File: src/rtl/ksa_if.sv
// Handshake, key and S-RAM port bundle for the key-scheduling block.
interface ksa_if;
  logic        en;
  logic        rdy;
  logic [23:0] key;
  logic [7:0]  addr;
  logic [7:0]  rddata;
  logic [7:0]  wrdata;
  logic        wren;

  // ksa side: consumes start/key/read data, drives status and RAM controls
  modport slave (
    input  en,
    input  key,
    input  rddata,
    output rdy,
    output addr,
    output wrdata,
    output wren
  );

  // Requester / RAM side
  modport master (
    output en,
    output key,
    output rddata,
    input  rdy,
    input  addr,
    input  wrdata,
    input  wren
  );
endinterface

File: src/rtl/ksa.sv
// RC4 key-scheduling pass over a 256x8 S RAM: for i=0..255,
// j += S[i] + key[i mod 3]; swap S[i], S[j]. Six cycles per iteration.
module ksa (
  input  logic  clk,
  input  logic  rst,
  ksa_if.slave  bus
);

  localparam int unsigned DW = 8;
  localparam int unsigned KW = 24;
  localparam int unsigned CW = 2;

  typedef enum logic [2:0] {
    IDLE  = 3'd0,
    RD_I  = 3'd1,
    CAP_I = 3'd2,
    RD_J  = 3'd3,
    CAP_J = 3'd4,
    WR_I  = 3'd5,
    WR_J  = 3'd6
  } state_e;

  state_e        state_q, state_d;
  logic [DW-1:0] i_q, i_d;
  logic [DW-1:0] j_q, j_d;
  logic [CW-1:0] k3_q, k3_d;
  logic [KW-1:0] key_q, key_d;
  logic [DW-1:0] si_q, si_d;
  logic [DW-1:0] sj_q, sj_d;
  logic [DW-1:0] addr_q, addr_d;
  logic [DW-1:0] wrdata_q, wrdata_d;
  logic          wren_q, wren_d;
  logic          rdy_q, rdy_d;
  logic [DW-1:0] key_byte_c;

  // State register
  always_ff @(posedge clk) begin
    if (rst) state_q <= IDLE;
    else     state_q <= state_d;
  end

  // Next-state: one cycle per non-idle state, loop until i wraps past 255
  always_comb begin
    state_d = state_q;
    case (state_q)
      IDLE:    if (bus.en) state_d = RD_I;
      RD_I:    state_d = CAP_I;
      CAP_I:   state_d = RD_J;
      RD_J:    state_d = CAP_J;
      CAP_J:   state_d = WR_I;
      WR_I:    state_d = WR_J;
      WR_J:    state_d = (i_q == DW'(255)) ? IDLE : RD_I;
      default: state_d = IDLE;
    endcase
  end

  // Datapath: index counters, captured key and the two swap operands
  always_comb begin
    i_d   = i_q;
    j_d   = j_q;
    k3_d  = k3_q;
    key_d = key_q;
    si_d  = si_q;
    sj_d  = sj_q;
    case (k3_q)
      CW'(0):  key_byte_c = key_q[23:16];
      CW'(1):  key_byte_c = key_q[15:8];
      default: key_byte_c = key_q[7:0];
    endcase
    case (state_q)
      IDLE: begin
        if (bus.en) begin
          key_d = bus.key;
          i_d   = '0;
          j_d   = '0;
          k3_d  = '0;
        end
      end
      CAP_I: begin
        si_d = bus.rddata;
        j_d  = j_q + bus.rddata + key_byte_c;
      end
      CAP_J: sj_d = bus.rddata;
      WR_J: begin
        if (i_q != DW'(255)) begin
          i_d  = i_q + DW'(1);
          k3_d = (k3_q == CW'(2)) ? CW'(0) : k3_q + CW'(1);
        end
      end
      default: ;
    endcase
  end

  // Outputs computed from the upcoming state so the registered copies line up with it
  always_comb begin
    addr_d   = addr_q;
    wrdata_d = wrdata_q;
    wren_d   = 1'b0;
    rdy_d    = (state_d == IDLE);
    case (state_d)
      RD_I: addr_d = i_d;
      RD_J: addr_d = j_d;
      WR_I: begin
        addr_d   = i_d;
        wrdata_d = sj_d;
        wren_d   = 1'b1;
      end
      WR_J: begin
        addr_d   = j_d;
        wrdata_d = si_d;
        wren_d   = 1'b1;
      end
      default: ;
    endcase
  end

  // Datapath and output registers
  always_ff @(posedge clk) begin
    if (rst) begin
      i_q      <= '0;
      j_q      <= '0;
      k3_q     <= '0;
      key_q    <= '0;
      si_q     <= '0;
      sj_q     <= '0;
      addr_q   <= '0;
      wrdata_q <= '0;
      wren_q   <= 1'b0;
      rdy_q    <= 1'b1;
    end else begin
      i_q      <= i_d;
      j_q      <= j_d;
      k3_q     <= k3_d;
      key_q    <= key_d;
      si_q     <= si_d;
      sj_q     <= sj_d;
      addr_q   <= addr_d;
      wrdata_q <= wrdata_d;
      wren_q   <= wren_d;
      rdy_q    <= rdy_d;
    end
  end

  assign bus.rdy    = rdy_q;
  assign bus.addr   = addr_q;
  assign bus.wrdata = wrdata_q;
  assign bus.wren   = wren_q;

endmodule

File: src/flat_wrapper.sv
// flat-port wrapper written by rule: the top's interface ports become plain ports
module ksa_flat 
  (clk, rst, bus_en, bus_key, bus_rddata, bus_rdy, bus_addr, bus_wrdata, bus_wren);
  ksa_if bus_i ();
  input  logic clk;
  input  logic rst;
  input wire logic [$bits(bus_i.en)-1:0] bus_en;
  input wire logic [$bits(bus_i.key)-1:0] bus_key;
  input wire logic [$bits(bus_i.rddata)-1:0] bus_rddata;
  output wire logic [$bits(bus_i.rdy)-1:0] bus_rdy;
  output wire logic [$bits(bus_i.addr)-1:0] bus_addr;
  output wire logic [$bits(bus_i.wrdata)-1:0] bus_wrdata;
  output wire logic [$bits(bus_i.wren)-1:0] bus_wren;
  assign bus_i.en = bus_en;
  assign bus_i.key = bus_key;
  assign bus_i.rddata = bus_rddata;
  assign bus_rdy = bus_i.rdy;
  assign bus_addr = bus_i.addr;
  assign bus_wrdata = bus_i.wrdata;
  assign bus_wren = bus_i.wren;
  ksa u_core (.clk(clk), .rst(rst), .bus(bus_i));
endmodule
File: config.mk
export PLATFORM = sky130hd
export DESIGN_NAME = ksa_flat
export DESIGN_NICKNAME = d
export VERILOG_FILES = /design/src/rtl/ksa_if.sv /design/src/rtl/ksa.sv /design/src/flat_wrapper.sv
export SDC_FILE = /design/constraint.sdc
export NUM_CORES = 1
export LEC_CHECK = 0
export CORE_MARGIN = 2
export CORE_UTILIZATION = 58
export DETAILED_ROUTE_END_ITERATION = 12
export PLACE_DENSITY = 0.88
export SYNTH_ARGS = -nofsm -noshare
export SYNTH_HDL_FRONTEND = slang
export SYNTH_SLANG_ARGS = --single-unit
export TNS_END_PERCENT = 50
File: constraint.sdc
create_clock -name clk -period 6 [get_ports clk]
set_clock_uncertainty 0.05 [all_clocks]
set_input_delay 1.5 -clock clk [delete_from_list [all_inputs] [get_ports clk]]
set_output_delay 1.5 -clock clk [all_outputs]
set_load 0.01 [all_outputs]
==> results of run 1 <==
routing by layer:
layer | vias to the layer above | global-route usage, % | wire length [µm]
met2 | 95 | 43.2 | 4080
met1 | 1484 | 31.7 | 3570
li1 | 1540 | - | -
met4 | 0 | 13.0 | 174
met3 | 15 | 5.87 | 422
met5 | - | 0 | 0
power by group:
part | switching [µW] | leakage, µW | internal (µW)
Sequential | 21.6 | 0.000577 | 503
Combinational | 149 | 0.000922 | 110
Clock | 180 | 0.000122 | 286
stage by stage:
stage | cell area, µm² | total power (µW) | utilization [%] | worst slack [ns] | hold WS, ns
after floorplan | 3550 | 710 | - | 2.33 | 0.386
after global placement | 4070 | 778 | 68.8 | 1.73 | 0.391
after detailed placement | 4070 | 789 | 68.8 | 1.63 | 0.397
after CTS | 4320 | 1250 | 72.9 | 2.01 | 0.408
after global routing | 4320 | 1310 | 72.9 | 1.89 | 0.435
final | 4320 | 1250 | 72.9 | 1.99 | 0.407
cell usage in the layout, fill, tap and decap left out, types with 2 or more instances in the layout:
cell type        synthesis  final
nand2b_1                 3      3
nor2_1                  31     31
or3b_1                   2      2
a21oi_1                 57     57
nand3b_1                 3      3
clkdlybuf4s50_1          0     51
o21ai_0                  6      6
clkbuf_8                 0     10
buf_4                    2      4
ha_1                     7      7
a21o_1                   4      4
a32o_1                   2      2
and3_1                   3      3
xnor2_1                  5      5
o211ai_1                 3      3
nand2_1                 76     76
nor4_1                   6      6
clkinv_2                 0      2
fa_1                     8      8
nor2b_1                  2      2
a41oi_1                  2      2
mux2i_1                 17     17
dfxtp_1                 71     71
bufinv_16                0      3
a22o_1                   3      3
a2111oi_2                2      2
a22oi_1                  3      3
nand3_1                  9      9
a211oi_1                 9      9
a221o_1                  4      4
nor3_1                   7      7
inv_1                   29     29
flip-flops by register name, indices dropped and copies added, names as in the netlist:
| signal | flops |
|---|---|
| u_core.k3_q | 2 |
| u_core.bus.wrdata | 8 |
| u_core.bus.wren | 1 |
| u_core.bus.rdy | 1 |
| u_core.key_q | 24 |
| u_core.j_q | 8 |
| u_core.bus.addr | 8 |
| u_core.si_q | 8 |
| u_core.state_q | 3 |
| u_core.i_q | 8 |
critical path: stages:
cell and delay [ns]:
clkdlybuf4s50_1 0.52, inv_1 0.08, fa_1 0.61, inv_1 0.07, ha_1 0.29, a21o_1 0.20
and4_1 0.20, or3_1 0.30, a32o_1 0.26, a21o_1 0.17
final cells by class:
cell class,instances,area [µm²]
sequential,71,1420
inverter,29,109
multi-input combinational,298,1900
fill,451,1600
tap,75,93.8
clock inverter,6,108
timing repair buffer,56,546
clock buffer,10,138
worst paths after layout:
path | slack (ns) | end | depth (start not counted)
worst max-delay path | 1.99 | u_core.bus.addr[6] | 10
worst min-delay path | 0.41 | u_core.key_q[7] | 2
worst max register to register | 2.55 | u_core.bus.addr[7] | 13
worst min register to register | 0.41 | u_core.key_q[7] | 2
cell families (layout without fill, tap and decap cells):
group | Yosys count | after routing
simple gates | 155 | 155
compound gates | 104 | 104
flops | 71 | 71
buf+inv | 55 | 101
mux | 18 | 18
fa+ha+maj | 15 | 15
xor+xnor | 6 | 6
==> qor.txt, run 1 <==
std cell rows - 28
Fin. Hold Viols - 0
I/O pin count - 53
Hold Path Origin - u_core.key_q[7]
area leader, netlist - dfxtp_1
Peak VDD IR - 0.190 mV
Die Area - 6760 µm²
routed vias/inst - 5.75
CTS Buf Count - 9
CP endpoint kind - register
Power Density - 289 nW/µm²
Die H - 82.2 µm
Post-Synth XOR/XNOR Area - 1.48%
initial antenna violation count - 0
setup violation total in the final timing report - 0
CTS clock-pin slew for the worst setup and hold paths - 0.07 ns
post-synthesis adder-cell area fraction - 6.98%
Max transition margin - 31.9%
CTS root buf - clkbuf_8
cell count after placement - 529
vias after detailed routing - 3134
synth cell count leaders - 76 x nand2_1, 71 x dfxtp_1, 57 x a21oi_1
first-pass GRT wire length - 13.3 mm
clk sinks - 71
top-count cell post-synth - nand2_1
Synth Area in Compound Gates - 19.1%
DRC viols - 0
Final Max Slew Viols - 0
antenna viol nets, final - 0
input/output buffers - 52
Worst Setup SP - bus_rddata[2]
CP arrival - 4.21 ns
Area contributors post-synth - dfxtp_1 40%, a21oi_1 8.0%, nand2_1 8.0%, mux2i_1 4.8%, fa_1 4.5%
synth warn - 0
max_cap viols - 0
DR pass1 iterations - 4
grt total ovfl - 0
post-synthesis sequential area ratio - 40.0%
Leakage - 0.00162 µW
clock tree from TritonCTS - built
CP Max Fanout - 3
# nets final - 515
Final Non-Filler Cells - 545
total core area - 5920 µm²
ys flop type - dfxtp_1
syn_area_per_cell - 8.37 µm²
CP required - 6.20 ns
pin count of the biggest net entering global routing - 70
minimum clock period - 4.01 ns
CP Class - in2reg
number of global-route vias before repair - 2953
Die X-Extent - 82.2 µm
CTS Hold Bufs - 0
ANT cells - 0
RSZ-0062 raised after global routing - no
Clock Tree Buf Depth - 2
Initial Util - 60.0%
H-tree levels - 3
Detail Placement HPWL - 5.60 mm
Total Neg Setup Slack - 0 ns
Synth cell types - 55
All-Layer GR Usage - 26.1%
largest family of logic cells by synthesized area - simple AND/OR/NAND/NOR gates
worst slew pin tran - 1.02 ns
Mapped Cells - 424
post_cts resized - 0
GPL Wtd Cong - 0.907
Synth top area share - 40.0%
Worst setup SP type - input pin
Post-Syn Area - 3550 µm²
total wire length - 8.26 mm
R2R Path Start - u_core.k3_q[0]
async set-or-reset flop fraction in the synthesized netlist - 0%
worst skew pair latency - 0.35 ns
Post-CTS Setup Bufs - 0
drt wl/cell - 15.1 µm
FMAX - 0.249 GHz
Area Growth Syn to Fin - 21.6%
outcome - finished, final reports clean
syn nets - 474
Yosys reg bits - 71
simple logic cell fraction of the synthesized area - 20.9%
Post-synth EDFFs - 0
post-synthesis mux area share - 5.11%
Hold Path Class - reg2reg
layout cell share with drive strength beyond 1 - 6.81%
Iter 0 DRT Violations - 241
period utilization - 66.8%
Power figures use the tool's default switching activity.
==> run 2: changes to the inputs <==
--- a/config.mk
+++ b/config.mk
@@ -6,9 +6,9 @@
 export NUM_CORES = 1
 export LEC_CHECK = 0
 export CORE_MARGIN = 2
-export CORE_UTILIZATION = 58
+export CORE_UTILIZATION = 54
 export DETAILED_ROUTE_END_ITERATION = 12
-export PLACE_DENSITY = 0.88
+export PLACE_DENSITY = 0.83
 export SYNTH_ARGS = -nofsm -noshare
 export SYNTH_HDL_FRONTEND = slang
 export SYNTH_SLANG_ARGS = --single-unit
==> constraint.sdc (replaced) <==
create_clock -name clk -period 4 [get_ports clk]
set_clock_uncertainty 0.05 [all_clocks]
set_input_delay 1 -clock clk [delete_from_list [all_inputs] [get_ports clk]]
set_output_delay 1 -clock clk [all_outputs]
set_load 0.01 [all_outputs]
==> run 2 against run 1 <==
  * Cell area shrank 0.70%
  * Power increased by 40%
  * Utilization is 5.4 points lower
  * Setup slack got worse by 1.5 ns
  * Routed wire length down 4.3%
  * Critical path type unchanged
==> qor.txt, run 2 (same netlist as run 1, synthesis figures left out) <==
Iter 0 DRT Violations - 197 (-18%)
Worst setup SP type - input pin
Leakage - 0.00161 µW (-0.87%)
std cell rows - 29 (+3.6%)
total wire length - 7.90 mm (-4.3%)
layout cell share with drive strength beyond 1 - 7.20% (+0.39 points)
GPL Wtd Cong - 0.932 (+2.7%)
Hold Path Class - reg2reg
CTS Buf Count - 9 (unchanged)
Hold Path Origin - u_core.si_q[6]
vias after detailed routing - 3061 (-2.3%)
Area Growth Syn to Fin - 20.7%
commonest cells after routing, fill and taps aside - 76 x nand2_1, 71 x dfxtp_1, 57 x a21oi_1, 51 x clkdlybuf4s50_1, 31 x nor2_1
Hold Path Depth - 2 (unchanged)
hold slack - 0.406 ns (-0.00101 ns)
period utilization - 86.7%
post_cts resized - 0 (unchanged)
design area - 4290 µm² (-0.70%)
clock tree from TritonCTS - built
antenna viol nets, final - 0 (unchanged)
routed vias/inst - 5.58 (-3.0%)
# nets final - 517 (+0.39%)
CTS clock-pin slew for the worst setup and hold paths - 0.07 ns (about the same)
max reg flops - 24 (unchanged)
Hold EP - u_core.si_q[6]
Total Neg Setup Slack - 0 ns (unchanged)
total core area - 6350 µm² (+7.2%)
DRC viols - 0 (unchanged)
CP Max Fanout - 3 (unchanged)
Critical Path Max Stage Delay - 0.59 ns (-0.02 ns)
Max transition margin - 47.2% (+15 points)
CP required - 4.20 ns (-2.00 ns)
Die X-Extent - 85.1 µm (+3.5%)
Peak VDD IR - 0.299 mV (+58%)
critical path, cell by cell - clkdlybuf4s50_1 > inv_1 > fa_1 > inv_1 > ha_1 > a21o_1 > and4_1 > or3_1 > a32o_1 > a21o_1
Clock Tree Buf Depth - 2 (unchanged)
RSZ-0062 raised after global routing - no
max_cap viols - 0 (unchanged)
Die H - 85.1 µm (+3.5%)
R2R Path Start - u_core.k3_q[0]
setup violation total in the final timing report - 0 (unchanged)
ANT cells - 0 (unchanged)
FMAX - 0.288 GHz
grt total ovfl - 0 (unchanged)
minimum clock period - 3.47 ns
CTS Hold Bufs - 0 (unchanged)
slowest CP cell - fa_1
clk sinks - 71 (unchanged)
outcome - finished, final reports clean
CP arrival - 3.66 ns (-0.55 ns)
All-Layer GR Usage - 23.0% (-3.1 points)
initial antenna violation count - 0 (unchanged)
Final Max Slew Viols - 0 (unchanged)
Die Area - 7240 µm² (+7.0%)
worst slew pin tran - 0.792 ns (-0.228 ns)
commonest non-fill, non-tap cell in the layout - nand2_1
Fin. Hold Viols - 0 (unchanged)
final core occ - 67.5% (-5.4 points)
Detail Placement HPWL - 5.53 mm (-1.2%)
number of global-route vias before repair - 2923 (-1.0%)
Reg-to-Reg End - u_core.bus.addr[6]
Placed Area - 4090 µm² (+0.43%)
Initial Util - 55.9% (-4.1 points)
flop2flop setup slack - 0.74 ns (-1.81 ns)
worst skew pair latency - 0.35 ns (about the same)
Worst Reg-to-Reg Cells - 12 (-1)
Top reg by flops - u_core.key_q
CTS root buf - clkbuf_8
CP Class - in2reg
I/O pin count - 53 (unchanged)
pin count of the biggest net entering global routing - 41 (-41%)
total power draw - 1740 µW (+40%)
drt wl/cell - 14.4 µm (-5.0%)
input/output buffers - 52 (unchanged)
Post-CTS Setup Bufs - 0 (unchanged)
CP endpoint kind - register
DR pass1 iterations - 5 (+1)
first-pass GRT wire length - 13.3 mm (+0.21%)
H-tree levels - 3 (unchanged)
Power Density - 407 nW/µm² (+41%)
[run 2: cell types whose count changed in the layout (fill, tap and decap cells not counted)]
cell,previous run,this run
clkinvlp_4,1,2
clkinv_2,2,3
buf_4,4,6
bufinv_16,3,1
[run 2: layer usage]
layer	routed length, µm	track usage (%)	up-vias	share of wire (%)
met4	146	9.67	0	1.8
li1	-	-	1545	-
met5	0	0	-	0
met2	3710	37.5	105	47
met3	424	3.89	14	5.4
met1	3620	30.2	1397	46
[run 2: worst max path at each step]
stage / cells past startpoint / from / slack (ns) / to
floorplan: 9 / bus_rddata[2] / 0.83 / u_core.bus.addr[6]
global placement: 10 / bus_rddata[2] / 0.23 / u_core.bus.addr[6]
detailed placement: 10 / bus_rddata[2] / 0.18 / u_core.bus.addr[6]
CTS: 10 / bus_rddata[2] / 0.54 / u_core.bus.addr[6]
global route: 10 / bus_rddata[2] / 0.40 / u_core.bus.addr[6]
finish: 10 / bus_rddata[2] / 0.53 / u_core.bus.addr[6]
[run 2: report_power, final]
part / switching, µW / total [µW] / internal (µW)
Clock: 269 / 571 / 301
Sequential: 35.9 / 791 / 755
Combinational: 216 / 382 / 167
[run 2: critical path: cells and delay by family]
kind / cells / cell delay, ns
and+or+nand+nor: 2 / 0.50
buffers and inverters: 3 / 0.65
AOI/OAI and AO/OA: 3 / 0.62
adders and majority gates: 2 / 0.88
[run 2: layout make-up]
| type | instances | area (µm²) |
|---|---|---|
| inverter | 29 | 109 |
| fill | 508 | 2060 |
| multi-input combinational | 298 | 1900 |
| tap | 77 | 96.3 |
| timing repair buffer | 58 | 561 |
| clock inverter | 6 | 60.1 |
| sequential | 71 | 1420 |
| clock buffer | 10 | 138 |
[run 2: stage by stage]
| step | worst slack (ns) | instances |
|---|---|---|
| 2_1_floorplan | 0.827 | 424 |
| 3_3_place_gp | 0.227 | 533 |
| 3_5_place_dp | 0.175 | 533 |
| 4_1_cts | 0.543 | 549 |
| 5_1_grt | 0.395 | 549 |
| 6_report | 0.534 | 549 |
